--- src/rtl/conv_line_buffer.sv ---
// Raster-to-column line buffer: keeps KERNEL_SIZE-1 previous lines and emits one vertical
// KERNEL_SIZE-pixel column per accepted pixel once enough lines are buffered.
module conv_line_buffer #(
    parameter int unsigned KERNEL_SIZE = 3,
    parameter int unsigned DATA_WIDTH  = 8,
    parameter int unsigned IMG_WIDTH   = 32,
    parameter int unsigned IMG_HEIGHT  = 32,
    localparam int unsigned X_W        = $clog2(IMG_WIDTH)
) (
    input  logic                              clk,
    input  logic                              rstn,
    input  logic                              clear,
    input  logic [DATA_WIDTH-1:0]             in_data,
    input  logic                              in_valid,
    output logic                              in_ready,
    output logic [DATA_WIDTH*KERNEL_SIZE-1:0] col_data,
    output logic                              col_valid,
    input  logic                              col_ready,
    output logic [X_W-1:0]                    col_x,
    output logic                              col_eol,
    output logic                              frame_done
);

    localparam int unsigned Y_W   = $clog2(IMG_HEIGHT);
    localparam int unsigned LINES = KERNEL_SIZE - 1;

    logic [DATA_WIDTH-1:0]             r_mem [LINES][IMG_WIDTH];
    logic [X_W-1:0]                    r_x;
    logic [Y_W-1:0]                    r_y;
    logic [DATA_WIDTH*KERNEL_SIZE-1:0] r_col_data;
    logic                              r_col_valid;
    logic [X_W-1:0]                    r_col_x;
    logic                              r_col_eol;
    logic                              r_frame_done;

    logic                              w_accept;
    logic                              w_last_x;
    logic                              w_last_y;
    logic                              w_emit;
    logic [DATA_WIDTH*KERNEL_SIZE-1:0] w_col;

    assign in_ready   = rstn & ~clear & (~r_col_valid | col_ready);
    assign w_accept   = in_valid & in_ready;
    assign w_last_x   = (r_x == X_W'(IMG_WIDTH - 1));
    assign w_last_y   = (r_y == Y_W'(IMG_HEIGHT - 1));
    assign w_emit     = (r_y >= Y_W'(KERNEL_SIZE - 1));

    assign col_data   = r_col_data;
    assign col_valid  = r_col_valid;
    assign col_x      = r_col_x;
    assign col_eol    = r_col_eol;
    assign frame_done = r_frame_done;

    // Slot 0 holds the oldest line, the top slot is the live pixel.
    always_comb begin
        w_col = '0;
        for (int k = 0; k < int'(LINES); k++) begin
            w_col[k*DATA_WIDTH +: DATA_WIDTH] = r_mem[int'(LINES) - 1 - k][r_x];
        end
        w_col[LINES*DATA_WIDTH +: DATA_WIDTH] = in_data;
    end

    // Line store is deliberately unreset; its contents are only used once refilled.
    always_ff @(posedge clk) begin
        if (w_accept) begin
            r_mem[0][r_x] <= in_data;
            for (int j = 1; j < int'(LINES); j++) begin
                r_mem[j][r_x] <= r_mem[j-1][r_x];
            end
        end
    end

    always_ff @(posedge clk or negedge rstn) begin
        if (!rstn) begin
            r_x          <= '0;
            r_y          <= '0;
            r_col_data   <= '0;
            r_col_valid  <= 1'b0;
            r_col_x      <= '0;
            r_col_eol    <= 1'b0;
            r_frame_done <= 1'b0;
        end else if (clear) begin
            r_x          <= '0;
            r_y          <= '0;
            r_col_valid  <= 1'b0;
            r_frame_done <= 1'b0;
        end else begin
            r_frame_done <= 1'b0;
            if (w_accept) begin
                if (w_last_x) begin
                    r_x <= '0;
                    if (w_last_y) begin
                        r_y          <= '0;
                        r_frame_done <= 1'b1;
                    end else begin
                        r_y <= r_y + 1'b1;
                    end
                end else begin
                    r_x <= r_x + 1'b1;
                end
                if (w_emit) begin
                    r_col_data  <= w_col;
                    r_col_x     <= r_x;
                    r_col_eol   <= w_last_x;
                    r_col_valid <= 1'b1;
                end else if (col_ready) begin
                    r_col_valid <= 1'b0;
                end
            end else if (col_ready) begin
                r_col_valid <= 1'b0;
            end
        end
    end

endmodule

--- config.mk ---
export PLATFORM = sky130hd
export DESIGN_NAME = conv_line_buffer
export DESIGN_NICKNAME = d
export VERILOG_FILES = /design/src/rtl/conv_line_buffer.sv
export SDC_FILE = /design/constraint.sdc
export NUM_CORES = 1
export LEC_CHECK = 0
export ABC_CLOCK_PERIOD_IN_PS = 3300
export BUFFER_PORTS_ARGS = -buffer_cell sky130_fd_sc_hd__buf_2
export CORE_UTILIZATION = 60
export DETAILED_ROUTE_END_ITERATION = 10
export PLACE_DENSITY = 0.86
export SYNTH_ARGS = -nofsm -noshare
export SYNTH_HDL_FRONTEND = slang
export SYNTH_SLANG_ARGS = --single-unit
--- constraint.sdc ---
create_clock -name clk -period 3.3 [get_ports clk]
set_input_delay 0.66 -clock clk [delete_from_list [all_inputs] [get_ports clk]]
set_output_delay 0.66 -clock clk [all_outputs]
set_load 0.005 [all_outputs]
After elaboration in Yosys (flattened, before gate mapping)
Memories as Yosys holds them, arrays and structs flattened.
Index checks and enable logic that the tools add are counted.
{ "op_classes": {"addsub": 2, "order_cmp": 3, "eq_ne": 2, "muxes": 25, "bitwise": 7, "reduce_logical": 5} }
{ "op_table": {"columns": ["op", "count"], "rows": [
  ["256-bit two-way mux", 1],
  ["8-bit binary-select mux with 5-bit select", 2],
  ["8-bit demux with 5-bit select", 1],
  ["8-bit two-way mux", 5],
  ["5-bit two-way mux", 7],
  ["5-bit by 1-bit adder with 5-bit output (second input constant)", 2],
  ["5-bit equality test (second input constant)", 2],
  ["1-bit two-way mux", 9],
  ["6-bit greater-or-equal comparator (second input constant)", 1],
  ["6-bit by 1-bit < comparator with 1-bit output (second input constant)", 1],
  ["5-bit NOT with 6-bit output", 1],
  ["5-bit by 2-bit greater-or-equal comparator with 1-bit output (second input constant)", 1],
  ["2-bit nonzero test", 2],
  ["1-bit AND", 3],
  ["3-bit AND reduction", 1],
  ["1-bit NOT", 2],
  ["2-bit AND reduction", 1],
  ["1-bit logical AND", 1],
  ["1-bit OR", 1]
]} }
{ "totals": {"register_bits": 42, "mem_bits_rw": 512, "in_bits": 13, "output_inout_bits": 33, "memories": 1} }
{ "mem_list": {"columns": ["name", "words", "word_bits", "read_ports", "rd_clocked_by_memory_dff", "wr", "line_no", "rtl"], "rows": [
  ["r_mem", 2, 256, 2, 0, 2, "27", "logic [DATA_WIDTH-1:0] r_mem [LINES][IMG_WIDTH];"]
]} }

Longest topological paths before layout
{ "depth": {"depth_word": 6, "mapped_depth": 10} }

Worst setup path before layout
Ideal clock, no wire load.
{ "synth_path": {"path_kind": "input -> register", "from": "in rstn", "to": "mem r_mem[0][320] (netlist name), enable pin", "setup_time_ns": 0.388, "arrival_time_ns": 2.472, "t_required_ns": 2.912, "path_slack_ns": 0.439, "path_stages": 6, "path_buffers": 2, "path_cell_list": "nor2b_1 -> and3_1 -> clkbuf_1 -> clkbuf_1 -> nand2_1 -> nor2_1"} }
{ "synth_rtl": {"columns": ["element", "line_no", "rtl"], "rows": [
  ["start, declared", "11", "input logic rstn,"],
  ["end, declared", "27", null]
]} }

==> summary.md <==
The chip width is 192 µm, and the worst-margin pin slew is 1.29 ns. The CTS buffer count came out at 51. The level count of the clock H-tree came out at 2. The buffer levels on the longest clock path is 3, and the number of synthesized register bits is 554. In the layout the commonest cells are edfxtp_1, mux2i_1, o22ai_1, buf_4, clkbuf_16. The power density over the cells was 588 nW/µm².

The run gives 0.289 as the overall track demand over capacity in global routing. The die outline height is 192 µm, and the post-route clock skew is 0.0175 ns. Compared with the post-synthesis result, the final layout area differs by 13.7%. STA classifies the critical path startpoint as a flip-flop. The clock-pin transition on the worst setup and hold timing paths works out to 0.07 ns. The count of nets left with antenna violations once routing finished came out at 0.

Synthesis produced a netlist whose cell count is 1,195. The final route contains 12,500 vias. Broken down by cell family, the worst path's largest delay share belongs to simple AND/OR/NAND/NOR gates. The logs give 6200 µm for the total length of routed met3 wires and 0.761 for the share of the yosys chip area belonging to registers. For this block, wires on met1 add up to 18,800 µm. On the worst path, the slowest cell contributes a delay of 0.75 ns. The path class of the tightest hold or removal check is in -> async. Of all nets on the critical path, the largest fanout is 32. The number of hold-slack violations in the final timing report is 0, and the latest clock arrival within the worst-skew pair is 0.58 ns. The number of buffer and inverter stages on the critical path is 3.

TritonCTS built the clock tree. Across all hold checks on the routed design, the worst slack comes to 0.223 ns. The routed design uses 25,600 µm of met2 wire. The worst-case reg-to-reg path depth came out at 7. The startpoint of the most critical register-to-register path was r_x[2]$_DFFE_PN0P_. Setup repair after global routing left no endpoint under its margin. The cell at the root of the clock tree was clkbuf_16.

The cell row count is 69, and the number of warning messages in the yosys log is 0. The share of the clock period used by the worst path works out to 0.995. For this run, the detailed router's first-pass iteration total came to 5.

The synthesized cell area was 21,600 µm²; the minimum period implied by the final worst setup slack was 3.28 ns. Dividing the detail-routed wire length by the instance count gives 29.2 µm. The logs give 75,800 µm for the first-pass GRT wire length and 53,200 µm for the wire length after detailed routing.

Number of slew-limit violations in the final report: 0. For this run, design rule violations remaining after detail routing come to 0. The peak supply drop is 520 µV. In this run the mean area of a mapped cell was 18.1 µm².

The logs give 31,300 µm for the HPWL reported at the end of detailed placement and 50 for the number of distinct standard cells referenced by the synthesized netlist. The flow ran to the end, and the final reports show no timing, DRC or antenna violations. The first routing iteration left 1,814 violations. The initial core utilization is 0.609. Static leakage: 8.06 nW. The critical path in this run is classified as reg -> reg.

Critical path capture point type: a flip-flop. The share of cells above drive strength 1 is 0.196, and the weighted congestion at the end of routability-driven global placement is 0.833. The mean number of vias per cell works out to 6.87. For the endpoint required time on the critical path, the log shows 3.58 ns.

Leaving out fill and tap cells, the most frequent cell in the layout is edfxtp_1. The number of nets handed over by synthesis was 1,216. The die footprint is 36,800 µm², and the register-to-register path setup slack is 0.02 ns. The repair_antennas step left the layout with diodes totalling 0. The most repeated library cell on the critical path was buf_4. The highest metal layer with signal wires was met5.

Area of the core region: 35,500 µm². The slowest stage of the critical path is the dfrtp_1 cell. Traced cell by cell, the critical path runs through buf_4 > or4_1 > o22ai_1 > nor4_1 > buf_4 > nand2_1 > buf_4.

Number of antenna violations at the first check in global routing: 2. The number of global-route vias before repair is 12,200, and the leftover overflow at the end of global routing is 0. Timing would allow up to 0.305 GHz. The net count of the finished layout is 1,337. Total power for the finished layout comes to 14.4 mW. Entering global routing, the biggest net connects 64 pins.

The normalized max-slew margin was 0.136. The tool flagged a number of max-cap violations equal to 0. Counting every sink on the clock net gives 554.

The arrival time of the worst setup path is 3.56 ns, and the quantity of I/O buffers inserted on ports is 45. Final setup violation count: 0. The number of primary I/O pins is 46.

In this run the critical register-to-register path is captured at r_mem[0][378]$_DFFE_PP_.
[Yosys cell counts (all sizes together)]
master   instances  share of area
a41oi            3         0.0012
or4b             6         0.0030
buf             51          0.014
or4              3         0.0010
or3              7         0.0020
mux2i          205          0.095
o31ai            2        0.00070
nor4            21         0.0064
a31oi           11         0.0032
o22ai          101          0.029
nand3b           4         0.0014
and3             6         0.0017
nand4            2        0.00058
clkbuf          17         0.0030
o21ai            5         0.0012
nand2b           1        0.00029
nor2b            2        0.00058
a211oi           3         0.0010
a211o            4         0.0016
nand3            9         0.0021
and2             5         0.0014
ha               8         0.0046
or3b             2        0.00081
a22oi            7         0.0024
mux4            21          0.022
o32a             4         0.0019
or2              1        0.00029
nor3             2        0.00046
a21oi           21         0.0049
mux2            14         0.0073
o2bb2ai          3         0.0012
nor2            38         0.0066
edfxtp         512           0.71
o32ai            3         0.0012
dfrtp           42          0.049
nand4b           4         0.0022
nand4bb          6         0.0031
nor3b            3         0.0010
a22o             6         0.0024
inv              6         0.0010
nand2           23         0.0040
and3b            1        0.00041
[cell type report]
type	count	area, µm²
Inverter	6	22.5
Clock inverter	28	347
Fill cell	2013	10900
Tap cell	461	577
Timing Repair Buffer	136	971
Clock buffer	68	1400
Sequential cell	554	16400
Multi-Input combinational cell	567	4800
[metrics by stage]
stage	setup TNS [ns]	std cells	util	setup slack, ns	instance area [µm²]
6_report	0	1820	0.692	0.0160	24600
2_1_floorplan	0	1195	-	0.439	21600
3_3_place_gp	0	1724	0.642	0.0705	22800
5_1_grt	0	1820	0.692	0.0655	24600
3_5_place_dp	-0.0799	1724	0.642	-0.00491	22800
4_1_cts	0	1820	0.691	0.0635	24500
[how the worst max path moves through the flow]
stage / start / endpoint / slack (ns) / depth (start not counted)
detailed placement: r_x[4]$_DFFE_PN0P_ / r_mem[0][370]$_DFFE_PP_ / -0.005 / 5
finish: r_x[2]$_DFFE_PN0P_ / r_mem[0][378]$_DFFE_PP_ / 0.02 / 7
floorplan: rstn / r_mem[0][320]$_DFFE_PP_ / 0.44 / 6
CTS: r_x[3]$_DFFE_PN0P_ / r_mem[0][257]$_DFFE_PP_ / 0.06 / 5
global placement: r_x[4]$_DFFE_PN0P_ / r_mem[0][306]$_DFFE_PP_ / 0.07 / 5
global route: r_x[2]$_DFFE_PN0P_ / r_mem[0][475]$_DFFE_PP_ / 0.07 / 6
[state kept, by name, indices dropped and copies added, names as in the netlist]
name        count
frame_done      1
r_mem         512
col_data       24
col_valid       1
r_x             5
r_y             5
col_eol         1
col_x           5
[repair_timing]
item	in CTS	in global routing
pin swaps	0	1
resized for setup	1	5
setup endpoints to repair	32	128
cloned	0	0
buffers inserted	0	0
hold buffers	0	0
[power breakdown]
group          internal, mW  switching, mW  total (mW)
Sequential             7.74         0.0205        7.76
Combinational         0.182          0.373       0.555
Clock                  3.61           2.50        6.12
Total                  11.5           2.90        14.4
[routing by layer]
metal  up-vias  GRT usage
li1       5095          -
met2       977      0.454
met4         4      0.143
met3       176     0.0543
met5         -    0.00549
met1      6244      0.389
[cells by family after synthesis]
| kind of cell | after synthesis | share of synthesized area |
|---|---|---|
| AOI/OAI and AO/OA | 173 | 0.0522 |
| adders and majority gates | 8 | 0.00464 |
| buffers and inverters | 74 | 0.0184 |
| DFF | 554 | 0.761 |
| muxes | 240 | 0.125 |
| and+or+nand+nor | 146 | 0.0395 |
Power figures use the tool's default switching activity.
